[src/rtl/text_write_controller_pkg.sv]
// Shared constants for the text write controller: command opcodes, FSM state
// encodings and default screen geometry.
package text_write_controller_pkg;

  localparam int TEXTCOLS_CHAR = 80;
  localparam int TEXTROWS_CHAR = 30;
  localparam int CHARATTR_W    = 16;

  typedef logic [1:0] cmdop_t;

  localparam cmdop_t CMD_PUT     = 2'b00;
  localparam cmdop_t CMD_MOVE    = 2'b01;
  localparam cmdop_t CMD_FILL    = 2'b10;
  localparam cmdop_t CMD_NEWLINE = 2'b11;

  localparam logic [2:0] ST_IDLE        = 3'd0;
  localparam logic [2:0] ST_SETUP       = 3'd1;
  localparam logic [2:0] ST_STROBE      = 3'd2;
  localparam logic [2:0] ST_FILL_SETUP  = 3'd3;
  localparam logic [2:0] ST_FILL_STROBE = 3'd4;

endpackage

[src/rtl/text_write_controller_cursor.sv]
// Row-major (x,y) position register with clear, load, newline and advance;
// wraps at the last column and last row.
module text_cursor
  import text_write_controller_pkg::*;
#(
  parameter int COLS  = TEXTCOLS_CHAR,
  parameter int ROWS  = TEXTROWS_CHAR,
  parameter int COL_W = $clog2(COLS),
  parameter int ROW_W = $clog2(ROWS)
) (
  input  logic             clk_i,
  input  logic             reset_i,
  input  logic             clr_i,
  input  logic             load_i,
  input  logic [COL_W-1:0] load_x_i,
  input  logic [ROW_W-1:0] load_y_i,
  input  logic             nl_i,
  input  logic             adv_i,
  output logic [COL_W-1:0] x_o,
  output logic [ROW_W-1:0] y_o,
  output logic [COL_W-1:0] nx_o,
  output logic [ROW_W-1:0] ny_o,
  output logic             last_o
);

  localparam logic [COL_W-1:0] X_MAX = COL_W'(COLS - 1);
  localparam logic [ROW_W-1:0] Y_MAX = ROW_W'(ROWS - 1);

  logic [COL_W-1:0] x_q, x_d;
  logic [ROW_W-1:0] y_q, y_d;
  logic [ROW_W-1:0] y_inc;

  assign y_inc  = (y_q == Y_MAX) ? '0 : y_q + ROW_W'(1);
  assign nx_o   = (x_q == X_MAX) ? '0 : x_q + COL_W'(1);
  assign ny_o   = (x_q == X_MAX) ? y_inc : y_q;
  assign last_o = (x_q == X_MAX) && (y_q == Y_MAX);
  assign x_o    = x_q;
  assign y_o    = y_q;

  always_comb begin
    x_d = x_q;
    y_d = y_q;
    if (clr_i) begin
      x_d = '0;
      y_d = '0;
    end else if (load_i) begin
      x_d = load_x_i;
      y_d = load_y_i;
    end else if (nl_i) begin
      x_d = '0;
      y_d = y_inc;
    end else if (adv_i) begin
      x_d = nx_o;
      y_d = ny_o;
    end
  end

  always_ff @(posedge clk_i or posedge reset_i) begin
    if (reset_i) begin
      x_q <= '0;
      y_q <= '0;
    end else begin
      x_q <= x_d;
      y_q <= y_d;
    end
  end

endmodule

[src/rtl/text_write_controller.sv]
// Sequences host commands into single-cycle write strobes for the text video
// memory, keeping address/data stable for a full cycle before each strobe.
//
// state          | meaning
// ST_IDLE        | ready; MOVE/NEWLINE execute here at the accept edge
// ST_SETUP       | PUT address/data driven, strobe low
// ST_STROBE      | PUT strobe high; cursor advances on exit
// ST_FILL_SETUP  | fill cell address/data driven, strobe low
// ST_FILL_STROBE | fill strobe high; step to next cell or finish
module text_write_controller
  import text_write_controller_pkg::*;
#(
  parameter int COLS   = TEXTCOLS_CHAR,
  parameter int ROWS   = TEXTROWS_CHAR,
  parameter int COL_W  = $clog2(COLS),
  parameter int ROW_W  = $clog2(ROWS),
  parameter int ATTR_W = CHARATTR_W
) (
  input  logic              clk_i,
  input  logic              reset_i,
  input  logic              cmd_valid_i,
  output logic              cmd_ready_o,
  input  logic [1:0]        cmd_op_i,
  input  logic [COL_W-1:0]  cmd_x_i,
  input  logic [ROW_W-1:0]  cmd_y_i,
  input  logic [ATTR_W-1:0] cmd_value_i,
  output logic              write_o,
  output logic [COL_W-1:0]  xtextwrite_o,
  output logic [ROW_W-1:0]  ytextwrite_o,
  output logic [ATTR_W-1:0] value_o,
  output logic [COL_W-1:0]  cursor_x_o,
  output logic [ROW_W-1:0]  cursor_y_o,
  output logic              busy_o
);

  localparam logic [COL_W-1:0] X_MAX = COL_W'(COLS - 1);
  localparam logic [ROW_W-1:0] Y_MAX = ROW_W'(ROWS - 1);

  logic [2:0]        state_q, state_d;
  logic              write_q, write_d;
  logic [COL_W-1:0]  xw_q, xw_d;
  logic [ROW_W-1:0]  yw_q, yw_d;
  logic [ATTR_W-1:0] val_q, val_d;
  logic              ready_q, busy_q;

  logic             accept;
  logic             cur_load, cur_nl, cur_adv, cur_clr;
  logic             fill_clr, fill_adv;
  logic [COL_W-1:0] cur_x, cur_nx, fill_x, fill_nx, move_x;
  logic [ROW_W-1:0] cur_y, cur_ny, fill_y, fill_ny, move_y;
  logic             cur_last, fill_last;
  logic             unused_ok;

  assign accept = cmd_valid_i & ready_q;
  assign move_x = (cmd_x_i > X_MAX) ? X_MAX : cmd_x_i;
  assign move_y = (cmd_y_i > Y_MAX) ? Y_MAX : cmd_y_i;
  assign unused_ok = ^{cur_nx, cur_ny, cur_last, fill_x, fill_y};

  text_cursor #(.COLS(COLS), .ROWS(ROWS), .COL_W(COL_W), .ROW_W(ROW_W)) u_cursor (
    .clk_i    (clk_i),
    .reset_i  (reset_i),
    .clr_i    (cur_clr),
    .load_i   (cur_load),
    .load_x_i (move_x),
    .load_y_i (move_y),
    .nl_i     (cur_nl),
    .adv_i    (cur_adv),
    .x_o      (cur_x),
    .y_o      (cur_y),
    .nx_o     (cur_nx),
    .ny_o     (cur_ny),
    .last_o   (cur_last)
  );

  // Fill index: only ever cleared and advanced, never loaded.
  text_cursor #(.COLS(COLS), .ROWS(ROWS), .COL_W(COL_W), .ROW_W(ROW_W)) u_fill (
    .clk_i    (clk_i),
    .reset_i  (reset_i),
    .clr_i    (fill_clr),
    .load_i   (1'b0),
    .load_x_i ('0),
    .load_y_i ('0),
    .nl_i     (1'b0),
    .adv_i    (fill_adv),
    .x_o      (fill_x),
    .y_o      (fill_y),
    .nx_o     (fill_nx),
    .ny_o     (fill_ny),
    .last_o   (fill_last)
  );

  always_comb begin
    state_d  = state_q;
    write_d  = 1'b0;
    xw_d     = xw_q;
    yw_d     = yw_q;
    val_d    = val_q;
    cur_load = 1'b0;
    cur_nl   = 1'b0;
    cur_adv  = 1'b0;
    cur_clr  = 1'b0;
    fill_clr = 1'b0;
    fill_adv = 1'b0;
    case (state_q)
      ST_IDLE: begin
        if (accept) begin
          case (cmd_op_i)
            CMD_PUT: begin
              xw_d    = cur_x;
              yw_d    = cur_y;
              val_d   = cmd_value_i;
              state_d = ST_SETUP;
            end
            CMD_MOVE:    cur_load = 1'b1;
            CMD_NEWLINE: cur_nl   = 1'b1;
            CMD_FILL: begin
              fill_clr = 1'b1;
              xw_d     = '0;
              yw_d     = '0;
              val_d    = cmd_value_i;
              state_d  = ST_FILL_SETUP;
            end
            default: ;
          endcase
        end
      end
      ST_SETUP: begin
        write_d = 1'b1;
        state_d = ST_STROBE;
      end
      ST_STROBE: begin
        cur_adv = 1'b1;
        state_d = ST_IDLE;
      end
      ST_FILL_SETUP: begin
        write_d = 1'b1;
        state_d = ST_FILL_STROBE;
      end
      ST_FILL_STROBE: begin
        if (fill_last) begin
          cur_clr = 1'b1;
          state_d = ST_IDLE;
        end else begin
          fill_adv = 1'b1;
          xw_d     = fill_nx;
          yw_d     = fill_ny;
          state_d  = ST_FILL_SETUP;
        end
      end
      default: state_d = ST_IDLE;
    endcase
  end

  always_ff @(posedge clk_i or posedge reset_i) begin
    if (reset_i) begin
      state_q <= ST_IDLE;
      write_q <= 1'b0;
      xw_q    <= '0;
      yw_q    <= '0;
      val_q   <= '0;
      ready_q <= 1'b1;
      busy_q  <= 1'b0;
    end else begin
      state_q <= state_d;
      write_q <= write_d;
      xw_q    <= xw_d;
      yw_q    <= yw_d;
      val_q   <= val_d;
      ready_q <= (state_d == ST_IDLE);
      busy_q  <= (state_d != ST_IDLE);
    end
  end

  assign cmd_ready_o  = ready_q;
  assign busy_o       = busy_q;
  assign write_o      = write_q;
  assign xtextwrite_o = xw_q;
  assign ytextwrite_o = yw_q;
  assign value_o      = val_q;
  assign cursor_x_o   = cur_x;
  assign cursor_y_o   = cur_y;

endmodule

[config.mk]
export PLATFORM = sky130hd
export DESIGN_NAME = text_write_controller
export DESIGN_NICKNAME = d
export VERILOG_FILES = /design/src/rtl/text_write_controller_pkg.sv /design/src/rtl/text_write_controller_cursor.sv /design/src/rtl/text_write_controller.sv
export SDC_FILE = /design/constraint.sdc
export NUM_CORES = 1
export LEC_CHECK = 0
export ABC_AREA = 1
export CAP_MARGIN = 20
export CORE_ASPECT_RATIO = 1.2
export CORE_MARGIN = 2
export CORE_UTILIZATION = 35
export CTS_CLUSTER_DIAMETER = 200
export DETAILED_ROUTE_END_ITERATION = 7
export GPL_ROUTABILITY_DRIVEN = 0
export SYNTH_ARGS = -nofsm -noshare
export SYNTH_HDL_FRONTEND = slang
export SYNTH_SLANG_ARGS = --single-unit
[constraint.sdc]
create_clock -name clk_i -period 2.4 [get_ports clk_i]
set_input_delay 0.72 -clock clk_i [delete_from_list [all_inputs] [get_ports clk_i]]
set_output_delay 0.72 -clock clk_i [all_outputs]
set_load 0.005 [all_outputs]
==> impl_results.md <==
* Slew headroom at 75.2%
* WL/cell at 13.3 um
* FFs w/ async S/R, synth at 100%
* End of the critical path: cursor_x_o[0]
* Vias in the first global route at 2796
* Post-synth net total at 437
* Area of the die at 0.00969 sq mm
* Reg2Reg Launch Point: state_q[1]
* Largest net degree at the start of global routing at 29
* Worst-Skew Late Latency at 0.34 ns
* Clock Tree Root: clkbuf_8
* Cell internal pwr at 1.51 mW
* Leak Pwr at 2.01 nW
* CP arrival at 1.40 ns
* Status: completed
* Initial Util at 36.3%
* Slowest CP cell: clkdlybuf4s50_1
* RR Endpoint: u_cursor.x_o[1]
* Synthesis Warnings at 0
* Largest family of logic cells by synthesized area: simple AND/OR/NAND/NOR gates
* First-pass GRT wire length at 13.5 mm
* Yosys reg bits at 58
* WP depth at 1
* Post-synthesis mux area share at 0%
* XOR/XNOR Fraction of Synth Area at 1.68%
* Tot GR Track Use at 17.6%
* Req. time, crit path at 1.68 ns
* Detailed placement HPWL at 6.02 mm
* Net Sw Frac at 21.6%
* Synthesized area per cell at 7.84 sq um
* Chip Width at 90.2 um
* Post-Place Worst Slack at 0.183 ns
* Core Area at 0.00861 sq mm
* R2R cell count at 8
* CP startpoint: u_cursor.x_o[0]
* Critical Path Start Type: register
* Final setup violation count at 0
* H-tree depth at 3
* Tightest Pin Transition at 0.372 ns
* Adder-Cell Fraction of Synth Area at 2.40%
* Initial antenna violation count at 0
* Seq pwr share at 50.8%
* Clock share of power at 44.4%
* Largest delay share family, worst path: buffers and inverters
* Mapped cell area at 0.00312 sq mm
* CTS tree: done
* Worst setup margin at 0.281 ns
* Post_cts resized at 0
* Layout overhead on the synthesized area at 34.3%
* Pwr dens at 459 mW/mm^2
* Vias at 2896
* Commonest non-fill, non-tap cell in the layout: nand2_1
* Critical path endpoint category: output pin
* Period minus WS final at 2.12 ns
* Reg2reg setup slack at 0.54 ns
* Via density at 4.79
* Most frequent cells in the layout: 132 x nand2_1, 75 x clkdlybuf4s50_1, 57 x dfrtp_1
* Area of the multi-input gates at 0.00143 sq mm
* Flip-flop and latch area at 0.00145 sq mm
* Fin nets at 521
* TritonRoute pass-1 iters at 4
* Worst path bufs/invs at 1
* I/O pin count at 76
* Worst Skew at 0.00833 ns
* Post-synthesis sequential area ratio at 46.5%
* IO buf count at 75
* Synth Area in Compound Gates at 8.50%
* Most common flop cell mapped by yosys: dfrtp_1
* WL final at 8.03 mm
* Crit-path max FO at 7
* RSZ-0062 raised after global routing: false
* First DRT Iteration DRCs at 167
* Synth Area in Simple Gates at 33.3%
* NetSw at 416 uW
* ANT cells at 0
* CP peak stage delay at 0.56 ns
* Max Freq at 472 MHz
* FILL cells at 892
* Count of final max-slew check failures at 0
* Max-cap violations at 0
* Antenna Nets Post-Route at 0
* Post-Route Setup TNS at 0 ns
* Reg clk slew, reported paths at 0.07 ns
* Tightest Hold Check Type: reg -> reg
* Rows at 37
* Layout cells sized above 1 at 10.3%
* Fin. Hold Viols at 0
* Die H at 107 um
* Critical path class: reg -> out
* Crit share post-route at 88.3%
* Post-Syn Instances at 398
* Num CTS Buffers at 9
* Combinational share of power at 4.8%
* Library cells used by synthesis at 35
* Post-CTS Setup Repair Bufs at 0
* Crit path cell chain: clkdlybuf4s50_1
* Worst VDD drop at 0.000197 V
* Total grt overflow at 0
* Max clock buf depth at 2
* Sinks on Clock Net at 58
* Post-synth EDFFs at 0
* Drt drc at 0
* Hold_buf cts at 0
worst min path at each step:
stage / startpoint / end / cells after the start
finish: ytextwrite_o[1] / ytextwrite_o[1] / 2
global route: value_o[5] / value_o[5] / 2
CTS: value_o[9] / value_o[9] / 2
detailed placement: value_o[9] / value_o[9] / 2
global placement: value_o[3] / value_o[3] / 2
floorplan: xtextwrite_o[1] / xtextwrite_o[1] / 2
cell usage after synthesis (3+ instances only):
master / instances / area [sq um]
nor2_1: 23 / 86.3
nand2_2: 6 / 37.5
nand4_1: 7 / 43.8
buf_6: 3 / 33.8
o22ai_1: 5 / 31.3
nor2_4: 3 / 33.8
inv_1: 41 / 154
dfrtp_1: 57 / 1430
o21ai_0: 23 / 115
xor2_1: 5 / 43.8
nand2_1: 132 / 495
nor3_1: 3 / 15.0
nand2_4: 3 / 33.8
inv_2: 4 / 15.0
nand3_1: 39 / 195
nand3_2: 5 / 50.1
o21ai_1: 7 / 35.0
ha_1: 6 / 75.1
a21oi_1: 4 / 20.0
routing by layer:
metal / part of all wire, % / global-route usage [%] / up-vias
li1: - / - / 1444
met2: 48 / 28.2 / 64
met4: 2.5 / 9.12 / 0
met3: 3.2 / 3.08 / 18
met5: 0 / 0 / -
met1: 46 / 22.8 / 1370
cells by family after synthesis:
kind of cell               count (synthesis)
and+or+nand+nor                          227
DFF                                       58
buffers and inverters                     54
AOI/OAI and AO/OA                         47
xor gates and xnor gates                   6
adders and majority gates                  6
area by class of cell:
type | instances | share of cell area, %
Clock inverter | 3 | 0.955
Inverter | 46 | 4.18
Clock buffer | 13 | 3.31
Sequential cell | 58 | 34.6
Timing Repair Buffer | 81 | 19.3
Multi-Input combinational cell | 286 | 34.1
Tap cell | 117 | 3.49
sequential cells by signal (all words and copies together) (netlist names):
register,flops
xtextwrite_o,7
u_fill.y_o,5
write_o,1
cmd_ready_o,1
u_fill.x_o,7
state_q,3
ytextwrite_o,5
u_cursor.y_o,5
u_cursor.x_o,7
busy_o,1
value_o,16
through the flow:
step | instances | instance area, sq um | utilization, % | power, mW | hold WS, ns
after floorplan | 398 | 3120 | - | 1.02 | 0.465
after global placement | 588 | 4010 | 46.6 | 1.09 | 0.462
after detailed placement | 588 | 4010 | 46.6 | 1.09 | 0.464
after CTS | 604 | 4190 | 48.7 | 1.95 | 0.480
after global routing | 604 | 4190 | 48.7 | 2.01 | 0.492
final | 604 | 4190 | 48.7 | 1.92 | 0.474
worst min-delay path: cells and delay by family (launching register included):
| kind | cells | cell delay, ns |
|---|---|---|
| AND/OR/NAND/NOR | 2 | 0.10 |
| flip-flops | 1 | 0.34 |
power groups by stage:
stage / logic (mW) / registers [mW] / clock network (mW)
finish: 0.0916 / 0.978 / 0.855
global route: 0.101 / 0.977 / 0.932
CTS: 0.0941 / 0.978 / 0.879
detailed placement: 0.0937 / 0.996 / 0
global placement: 0.0935 / 0.996 / 0
floorplan: 0.0222 / 0.996 / 0
Power figures use the tool's default switching activity.
==> RTL change 1: new RTL, same flow settings <==
The package constant `TEXTROWS_CHAR` goes from 30 to 15.
--- a/src/rtl/text_write_controller_pkg.sv
+++ b/src/rtl/text_write_controller_pkg.sv
@@ -4,5 +4,5 @@
 
   localparam int TEXTCOLS_CHAR = 80;
-  localparam int TEXTROWS_CHAR = 30;
+  localparam int TEXTROWS_CHAR = 15;
   localparam int CHARATTR_W    = 16;
 
Interface: changed (resized cmd_y_i, cursor_y_o and ytextwrite_o); port bits go from 76 to 73. The function was not compared with the original's and may differ.
==> RTL change 1 against the unedited design <==
  * Die area down 4.7%
  * Global-route usage down 0.33 points
  * Routed wire length down 7.8%
  * Fmax up 2.3%
  * Synthesized area down 4.8%
  * Via count down 3.9%
  * Critical path depth unchanged
  * Sequential cell count down 3
  * Worst setup slack better by 0.048 ns
  * Design area down 6.3%
  * Total power down 19%
  * Critical endpoint is now cmd_ready_o
==> RTL change 1: results (changes against the unedited design) <==
* Clock latency at the later pin of the worst-skew pair at 0.31 ns (was 0.34 ns)
* Reg clk slew, reported paths at 0.10 ns (was 0.07 ns)
* Sequential-to-total area share from yosys stat at 46.38% (was 46.53%)
* CP Data Arrival Time at 1.35 ns (was 1.40 ns)
* Clk Tree Root Cell: clkbuf_8 (unchanged)
* P_seq at 926 uW (was 978 uW)
* Status: completed (unchanged)
* Max VDD drop at 249.4 uV (was 196.6 uV)
* Ranking of synthesized cells by area: dfrtp_1 45%, nand2_1 22%, nand3_1 7.1% (was dfrtp_1 46%, nand2_1 16%, nand3_1 6.3%)
* I/O Buffers at 72 (was 75)
* Top cell type's share of synthesized area at 45.49% (was 45.69%)
* Worst path slowest cell: dfstp_2 (was clkdlybuf4s50_1)
* Vias in the first global route at 2683 (was 2796)
* Largest net degree at the start of global routing at 31 (was 29)
* Pint at 1191 uW (was 1509 uW)
* Synth async-reset ratio at 100.0% (unchanged)
* CP delay by family, top: flip-flops (was buffers and inverters)
* Layout cell share with drive strength beyond 1 at 7.246% (was 10.27%)
* # fillers at 859 (was 892)
* First-pass GRT wire length at 12760 um (was 13520 um)
* P_leak at 0.002029 uW (was 0.002012 uW)
* Synth Flop Type: dfrtp_1 (unchanged)
* Synthesis Warnings at 0 (unchanged)
* Total CTS buffers at 5 (was 9)
* Initial drt markers at 123 (was 167)
* Max reg flops at 16 (unchanged)
* Postcts setup bufs at 0 (unchanged)
* Fin Clk Skew at 0.007338 ns (was 0.008329 ns)
* Hpwl dp at 5696 um (was 6018 um)
* CP max FO at 2 (was 7)
* Clock share of power at 34.6% (was 44.4%)
* Vias post-DR at 2783 (was 2896)
* Drt wl/cell at 12.40 um (was 13.29 um)
* Worst slew pin tran at 0.4741 ns (was 0.3716 ns)
* Top cells by count, synth: 178 x nand2_1, 54 x dfrtp_1, 42 x nand3_1, 33 x inv_1, 27 x nor2_1 (was 132 x nand2_1, 57 x dfrtp_1, 41 x inv_1, 39 x nand3_1)
* Largest stage delay on the critical path at 0.54 ns (was 0.56 ns)
* Depth of the CTS H-tree at 2 (was 3)
* Syn_nets at 441 (was 437)
* HP Class: reg -> reg (unchanged)
* Count of cell types in the netlist at 31 (was 35)
* Total track usage at 17.22% (was 17.55%)
* NumNets Final at 518 (was 521)
* # diodes at 0 (unchanged)
* DRT Pass-1 Iters at 4 (unchanged)
* Initial antenna violation count at 0 (unchanged)
* Clock buffer depth at 2 (unchanged)
* Sw power at 361.2 uW (was 416.1 uW)
* Post-cts resize count at 0 (unchanged)
-- RTL change 1: kinds of logic after synthesis --
group / share of synthesized area (%)
simple gates: 39.43
flops: 46.38
buf+inv: 7.160
compound gates: 5.055
fa+ha+maj: 1.685
xor+xnor: 0.2949
-- RTL change 1: cell type report --
cell class,count,area [sq um],area share [%]
Clock buffer,5,68.82,1.752
Inverter,39,150.1,3.823
Clock inverter,3,22.52,0.5734
Multi-Input combinational cell,302,1380,35.14
Timing Repair Buffer,79,785.8,20.01
Sequential cell,55,1378,35.07
Tap cell,114,142.6,3.632
-- RTL change 1: worst paths after layout --
kind                                             start                     endpoint  slack, ns  cells past startpoint
setup / recovery                 cmd_ready_o$_DFF_PP1_                  cmd_ready_o       0.33                      1
hold / removal             xtextwrite_o[1]$_DFFE_PP0P_  xtextwrite_o[1]$_DFFE_PP0P_       0.48                      2
setup reg to reg             u_fill.x_o[0]$_DFFE_PP0P_  xtextwrite_o[4]$_DFFE_PP0P_       0.60                      9
hold reg to reg            xtextwrite_o[1]$_DFFE_PP0P_  xtextwrite_o[1]$_DFFE_PP0P_       0.48                      2
max in group asynchronous                      reset_i        cmd_ready_o$_DFF_PP1_       1.15                      3
min in group asynchronous                      reset_i       value_o[1]$_DFFE_PP0P_       0.68                      2
-- RTL change 1: layer usage --
metal	up-vias	global-route usage (%)	wire [um]
li1	1444	-	-
met1	1265	23.72	3428
met2	65	27.87	3627
met3	9	2.607	235
met4	0	4.978	110
met5	-	0	0
-- RTL change 1: stage by stage --
step                      instances  util, %  instance area [sq um]  setup slack (ns)
final                           597    47.91                   3928            0.3284
after global placement          589    46.79                   3836            0.1396
after floorplan                 405        -                   2970            0.3387
after CTS                       597    47.91                   3928            0.3059
after detailed placement        589    46.79                   3836            0.1029
after global routing            597    47.91                   3928            0.2402
==> RTL change 2: new RTL, same flow settings <==
Made on the original files. `yw_q` no longer has a reset.
--- a/src/rtl/text_write_controller.sv
+++ b/src/rtl/text_write_controller.sv
@@ -157,5 +157,4 @@
       write_q <= 1'b0;
       xw_q    <= '0;
-      yw_q    <= '0;
       val_q   <= '0;
       ready_q <= 1'b1;
@@ -165,9 +164,12 @@
       write_q <= write_d;
       xw_q    <= xw_d;
-      yw_q    <= yw_d;
       val_q   <= val_d;
       ready_q <= (state_d == ST_IDLE);
       busy_q  <= (state_d != ST_IDLE);
     end
+  end
+
+  always_ff @(posedge clk_i) begin
+    yw_q <= yw_d;
   end
 
Behaviour: differs if reset_i is asserted again (counterexample within 4 cycles, from zero or initial values and one cycle with reset_i high); with reset_i held inactive, the same outputs for 10 cycles.
==> RTL change 2 against the unedited design <==
  * Design area increased by 2.0%
  * Via count up 2.0%
  * Register-to-register slack better by 0.04 ns
  * Sequential cell count unchanged
  * Routed wire length rose by 1.9%
  * Synthesized area rose by 2.2%
  * Worst setup slack got worse by 0.055 ns
  * Critical path type unchanged
Power is not compared: it rests on default switching activity, and its combinational part moved more than twofold at a synthesized area within 25%.
==> RTL change 2: results (changes against the unedited design) <==
* Worst slew pin tran at 0.3509 ns (was 0.3716 ns)
* Routed met3 length at 471 um (was 255 um)
* Vias per cell at 4.726 (was 4.795)
* Total CTS buffers at 9 (unchanged)
* Mux cell area share after synthesis at 0% (unchanged)
* DRT Pass-1 Iters at 4 (unchanged)
* First-pass GRT wire length at 13670 um (was 13520 um)
* NumNets Final at 539 (was 521)
* CP Data Arrival Time at 1.45 ns (was 1.40 ns)
* Dpl ws at 0.1385 ns (was 0.1832 ns)
* # fillers at 915 (was 892)
* Ranking of synthesized cells by area: dfrtp_1 41%, nand2_1 17%, nand3_1 7.1% (was dfrtp_1 46%, nand2_1 16%, nand3_1 6.3%)
* Post-synth EDFFs at 5 (was 0)
* Synth Area in XOR/XNOR at 0.5490% (was 1.683%)
* # diodes at 0 (unchanged)
* Fin Clk Skew at 0.01097 ns (was 0.008329 ns)
* DP Area at 4104 sq um (was 4014 sq um)
* Total track usage at 17.63% (was 17.55%)
* Synth async-reset ratio at 91.38% (was 100.0%)
* Fin cells at 625 (was 604)
* CP max FO at 8 (was 7)
* Max reg flops at 16 (unchanged)
* Metal-1 WL at 3590 um (was 3677 um)
* Worst path slowest cell: clkdlybuf4s50_1 (unchanged)
* Synth Flop Type: dfrtp_1 (unchanged)
* Initial drt markers at 123 (was 167)
* Synth Area in Adders at 2.353% (was 2.405%)
* Cells after Synth at 416 (was 398)
* Hpwl dp at 5931 um (was 6018 um)
* Status: completed (unchanged)
* Layout cell share with drive strength beyond 1 at 10.30% (was 10.27%)
* Placed insts at 609 (was 588)
* Compound-Gate Fraction of Synth Area at 6.863% (was 8.497%)
* Top cells by count, synth: 145 x nand2_1, 53 x inv_1, 52 x dfrtp_1, 45 x nand3_1, 26 x o21ai_0 (was 132 x nand2_1, 57 x dfrtp_1, 41 x inv_1, 39 x nand3_1)
* Drt wl/cell at 13.09 um (was 13.29 um)
* Sequential-to-total area share from yosys stat at 46.31% (was 46.53%)
* Syn_nets at 455 (was 437)
* Vias in the first global route at 2896 (was 2796)
* Largest net degree at the start of global routing at 54 (was 29)
* Count of cell types in the netlist at 33 (was 35)
* Routed wl met2 at 3952 um (was 3892 um)
* I/O Buffers at 75 (unchanged)
==> RTL change 2: cell types whose count changed in the layout (fill, tap and decap cells not counted), moves of 4 or more <==
cell	before	now
a21oi_1	4	0
dfrtp_1	57	52
edfxtp_1	0	5
inv_1	40	52
nand2_1	132	145
nand3_1	39	45
nand4_1	7	11
nor2_1	23	17
nor2_2	2	6
o22ai_1	5	1
xor2_1	5	1
==> RTL change 2: final timing paths <==
path | start | to | slack (ns) | cells past startpoint
worst min-delay path | xtextwrite_o[4]$_DFFE_PP0P_ | xtextwrite_o[4]$_DFFE_PP0P_ | 0.48 | 2
worst min register to register | xtextwrite_o[4]$_DFFE_PP0P_ | xtextwrite_o[4]$_DFFE_PP0P_ | 0.48 | 2
worst max-delay path | u_cursor.x_o[0]$_DFFE_PP0P_ | cursor_x_o[0] | 0.23 | 1
max in group asynchronous | reset_i | cmd_ready_o$_DFF_PP1_ | 1.38 | 3
worst max register to register | u_fill.x_o[0]$_DFFE_PP0P_ | ytextwrite_o[3]$_DFFE_PP_ | 0.58 | 8
min in group asynchronous | reset_i | value_o[15]$_DFFE_PP0P_ | 0.73 | 3
==> RTL change 2: final cells by class <==
type,instances,share of cell area (%)
Tap cell,120,3.512
Multi-Input combinational cell,292,33.89
Sequential cell,58,34.56
Clock inverter,5,0.7024
Clock buffer,11,3.307
Inverter,58,5.121
Timing Repair Buffer,81,18.91
==> RTL change 2: metal layers <==
layer  up-vias  GRT usage, %
met5         -             0
met4         0         8.009
met3        17         5.645
met2        71         28.84
met1      1369         21.30
li1       1497             -
==> RTL change 2: per-stage QoR <==
step                      hold slack (ns)  utilization (%)
after floorplan                    0.4349                -
after global placement             0.4656            45.91
after detailed placement           0.4653            45.91
after CTS                          0.4827            47.83
after global routing               0.5044            47.83
final                              0.4791            47.83
==> RTL change 2: cell families after synthesis <==
| family | count (synthesis) |
|---|---|
| and+or+nand+nor | 243 |
| DFF | 58 |
| AOI/OAI and AO/OA | 41 |
| adders and majority gates | 6 |
| buffers and inverters | 66 |
| xor gates and xnor gates | 2 |
==> RTL change 2: report_power, final <==
group          total, uW  internal [uW]  switching, uW
clock network        807            397            410
registers           1800           1400            396
logic               1900            974            929
